### config.mk
export PLATFORM = sky130hd
export DESIGN_NAME = window_sum_unpack
export DESIGN_NICKNAME = d
export VERILOG_FILES = /design/src/rtl/window_sum_unpack.sv
export SDC_FILE = /design/constraint.sdc
export NUM_CORES = 1
export LEC_CHECK = 0
export CORE_MARGIN = 5
export CORE_UTILIZATION = 51
export CTS_BUF_LIST = sky130_fd_sc_hd__clkbuf_4 sky130_fd_sc_hd__clkbuf_8 sky130_fd_sc_hd__clkbuf_16
export CTS_CLUSTER_SIZE = 14
export DETAILED_ROUTE_END_ITERATION = 8
export GPL_ROUTABILITY_DRIVEN = 0
export PLACE_DENSITY = 0.76
export SYNTH_ARGS = -nofsm -noshare
export SYNTH_HDL_FRONTEND = slang
export SYNTH_SLANG_ARGS = --single-unit
### constraint.sdc
create_clock -name clk -period 3.3 [get_ports clk]
set_input_delay 0.495 -clock clk [delete_from_list [all_inputs] [get_ports clk]]
set_output_delay 0.495 -clock clk [all_outputs]
set_load 0.02 [all_outputs]
### src/rtl/window_sum_unpack.sv
// Inverse of a TAPS-tap moving-sum filter: rebuilds raw samples from windowed sums
// as x[n] = S[n] - S[n-1] + x[n-TAPS], with range clamping and lock/error tracking.
module window_sum_unpack #(
    parameter int unsigned TAPS = 5,
    parameter int unsigned DW   = 8,
    parameter int unsigned SW   = 12,
    parameter int unsigned CW   = 16
) (
    input  logic          clk,
    input  logic          reset,
    input  logic          clr,
    input  logic [SW-1:0] in_sum,
    input  logic          in_valid,
    output logic          in_ready,
    output logic [DW-1:0] out_data,
    output logic          out_valid,
    input  logic          out_ready,
    output logic          locked,
    output logic          err,
    output logic [CW-1:0] count
);

    localparam int unsigned FW = $clog2(TAPS + 1);
    localparam int unsigned XW = SW + 2;
    localparam logic [FW-1:0] FILL_MAX = FW'(TAPS);
    localparam logic signed [XW-1:0] DMAX = XW'((1 << DW) - 1);

    logic [SW-1:0]        prev_sum;
    logic [DW-1:0]        hist [TAPS];
    logic [FW-1:0]        fill;
    logic signed [XW-1:0] d;
    logic [DW-1:0]        x_clamp;
    logic                 range_err;
    logic                 accept;

    assign in_ready = !clr && (!out_valid || out_ready);
    assign accept   = in_valid && in_ready;
    assign locked   = (fill == FILL_MAX);

    // Two guard bits keep the signed difference exact for any pair of sums.
    always_comb begin
        d = $signed({2'b00, in_sum}) - $signed({2'b00, prev_sum})
            + $signed(XW'(hist[TAPS-1]));
        x_clamp   = d[DW-1:0];
        range_err = 1'b0;
        if (d < 0) begin
            x_clamp   = '0;
            range_err = 1'b1;
        end else if (d > DMAX) begin
            x_clamp   = '1;
            range_err = 1'b1;
        end
    end

    always_ff @(posedge clk or negedge reset) begin
        if (!reset) begin
            prev_sum  <= '0;
            fill      <= '0;
            out_data  <= '0;
            out_valid <= 1'b0;
            err       <= 1'b0;
            count     <= '0;
            for (int unsigned k = 0; k < TAPS; k++) hist[k] <= '0;
        end else if (clr) begin
            // Resync drops any held output without counting it; count survives.
            prev_sum  <= '0;
            fill      <= '0;
            out_data  <= '0;
            out_valid <= 1'b0;
            err       <= 1'b0;
            for (int unsigned k = 0; k < TAPS; k++) hist[k] <= '0;
        end else begin
            if (out_valid && out_ready) count <= count + 1'b1;
            if (accept) begin
                out_data  <= x_clamp;
                out_valid <= 1'b1;
                prev_sum  <= in_sum;
                hist[0]   <= x_clamp;
                for (int unsigned k = 1; k < TAPS; k++) hist[k] <= hist[k-1];
                if (range_err) begin
                    err  <= 1'b1;
                    fill <= '0;
                end else if (fill != FILL_MAX) begin
                    fill <= fill + 1'b1;
                end
            end else if (out_ready) begin
                out_valid <= 1'b0;
            end
        end
    end

endmodule

==> results.toml <==
[yosys]
muxShareOfSynthArea = 0.002728
synth-main-ff-cell = "dfrtp_1"
synth_fa_ha_area_frac = 0.08245
yosys_warnings = 0
synthCells = 436
synth-xor-area-share = 0.06578
synth_simple_gate_area_share = 0.2349
synth_edf_count = 0
syn_avg_cell_area_sq_um = 9.467
syn_nets = 479
async_flop_share = 1.000
synth_area_sq_mm = 0.004128
synth.distinct_cells = 45
yosysSeqAreaShare = 0.4426
synth-seq-cells = 73
synth_compound_gate_area_share = 0.1216
synth_top_family_by_area = "simple AND/OR/NAND/NOR gates"

[route]
drt-total-wl_mm = 9.800
drtAntennaViolNets = 0
first_iter_violations = 158
drc = 0
drt-pass1-iter-count = 4
vias_per_cell = 5.353
wl_per_cell_microns = 15.65
via_count = 3351

[final_layout]
area_growth_pct = 31.34
seqCellArea_sq_mm = 0.001827
final_common_cell = "nand2_1"
final_cell_mix = "88 x nand2_1, 73 x dfrtp_1, 52 x buf_4, 37 x clkdlybuf4s50_1, 33 x nand3b_1"
antenna_cells = 0
fill_cells = 578
drive_above_1_share = 0.2195
final_area_sq_mm = 0.005421
fin_nets = 562
multi_input_area_sq_mm = 0.002336

[outcome]
violations = "setup timing"
status = "complete, but fails checks"

[grt]
grt_pass1_wl_mm = 16.13
grt_remaining_overflow = 0
grt_usage = 0.2020
grt_max_degree = 53
antenna_found_initial = 0
first_global_vias = 3325

[timing]
final_max_slew_viol_count = 0
max-slew-margin-rel = 0.4946
fin_ws_ns = -0.1843
final.period_utilization = 1.056
skew_ns = 0.007641
fin_crit_ns = 3.484
rsz0062_at_grt = "true"
worst_slew_pin_slew_ns = 0.7581
max_freq_ghz = 0.2870
whs_ns = 0.2107
finalSetupViolCount = 12
hold_viol_final = 0

[critical_path]
reg2reg_from = "prev_sum[4]"
worst-r2r-cell-count = 18
endpoint_kind = "register"
required_ns = 3.55
criticalPathCategory = "in2reg"
cp_max_fo = 4
crit_arrival_ns = 3.73
rrSetupSlack_ns = -0.18
r2r-end = "fill[2]"
cp-start-kind = "primary input"

[clock_network]
clk_path_buf_depth = 2
clk_pin_slew_ns = 0.08
cts_max_level = 3
cts_root_buf = "clkbuf_8"
clk_latency_ns = 0.35
cts.sinks = 73
cts-buffers-inserted = 9
cts_tree = "yes"

[power_and_ir_drop]
ir_drop_v = 0.0002534
p_leak_nw = 2.554
pwr_density_cell_mw_per_mm2 = 446.9

[floorplanning]
fp.dieArea_sq_mm = 0.009993
die_y_microns = 99.97
dieWidth_microns = 99.97
rows = 32
initial_utilization = 0.5287
ios = 45
core_sq_mm = 0.007807

[run]
max_cap_violations = 0

[placed_design]
pre_cts_slack_ns = -0.7519
place_hpwl_mm = 6.205
io_buffers = 44
dpl_cell_area_sq_mm = 0.004861

[hold_path]
hp-class = "in2async"
-- through the flow --
stage	util	instances	power (mW)	setup TNS (ns)
detailed placement	0.6226	592	1.623	-8.478
global placement	0.6226	592	1.604	-7.030
floorplan	-	436	1.375	-0.05721
CTS	0.6803	621	2.391	-0.1922
finish	0.6944	626	2.423	-1.320
global route	0.6944	626	2.554	-2.974
-- cells by family after synthesis --
| kind of cell | count (synthesis) |
|---|---|
| compound gates | 65 |
| xor+xnor | 31 |
| fa+ha+maj | 26 |
| buf+inv | 47 |
| flops | 73 |
| mux | 1 |
| simple gates | 193 |
-- worst max path at each step --
stage | start | endpoint | slack, ns | cells past startpoint
final | in_sum[4] | fill[2] | -0.18 | 18
after global routing | in_sum[0] | fill[2] | -0.33 | 18
after CTS | prev_sum[4] | fill[2] | -0.05 | 15
after detailed placement | in_sum[0] | out_data[2] | -0.75 | 16
after global placement | in_sum[0] | out_data[0] | -0.61 | 16
after floorplan | in_sum[0] | fill[2] | -0.06 | 14
-- routing by layer --
layer	vias up	share of wire	global-route usage
met1	1630	0.44	0.2632
met2	63	0.51	0.3371
met4	0	0.018	0.07248
met3	16	0.035	0.03683
li1	1642	-	-
met5	-	0	0
-- repair_timing --
| action | 4_1_cts | 5_1_grt |
|---|---|---|
| gates resized for setup | 31 | 14 |
| setup buffers | 13 | 6 |
| hold buffers | 0 | 0 |
| pin swaps | 23 | 25 |
| setup endpoints to repair | 12 | 12 |
-- cells in the mapped netlist, drive strengths merged (10+ instances only) --
| cell | count | share of area |
|---|---|---|
| xnor2 | 23 | 0.049 |
| nand2 | 89 | 0.081 |
| buf | 10 | 0.016 |
| nand3b | 33 | 0.060 |
| a21oi | 14 | 0.017 |
| and2 | 12 | 0.018 |
| nor2 | 22 | 0.020 |
| o31ai | 12 | 0.022 |
| dfrtp | 73 | 0.44 |
| inv | 21 | 0.019 |
| clkbuf | 16 | 0.015 |
| ha | 24 | 0.073 |
-- sequential cells by signal (all words and copies together), names as in the netlist --
name / flops
count: 16
err: 1
fill: 3
hist: 32
out_data: 8
out_valid: 1
prev_sum: 12
-- critical path, stage by stage --
cell	delay, ns
dlygate4sd2_1	0.27
ha_4	0.30
nand3_1	0.12
nand2_2	0.14
a221oi_4	0.08
buf_4	0.14
buf_4	0.12
buf_4	0.12
buf_4	0.12
buf_4	0.12
buf_4	0.12
buf_4	0.12
o21ai_0	0.20
xor2_1	0.27
nand4_1	0.24
buf_4	0.20
o32a_4	0.21
a2111oi_4	0.34
-- layout make-up --
type	instances	share of cell area
Tap cell	102	0.02354
Clock buffer	9	0.02285
Timing Repair Buffer	98	0.1583
Sequential cell	73	0.3369
Inverter	21	0.01454
Clock inverter	7	0.01292
Multi-Input combinational cell	316	0.4309
-- report_power, final --
part | total (mW) | switching [mW] | leakage [nW] | internal (mW)
registers | 1.00 | 0.0524 | 0.993 | 0.952
clock network | 0.698 | 0.349 | 0.0994 | 0.349
logic | 0.721 | 0.360 | 1.46 | 0.361
total | 2.42 | 0.761 | 2.55 | 1.66
No activity file was read; power rests on OpenSTA's default activity.
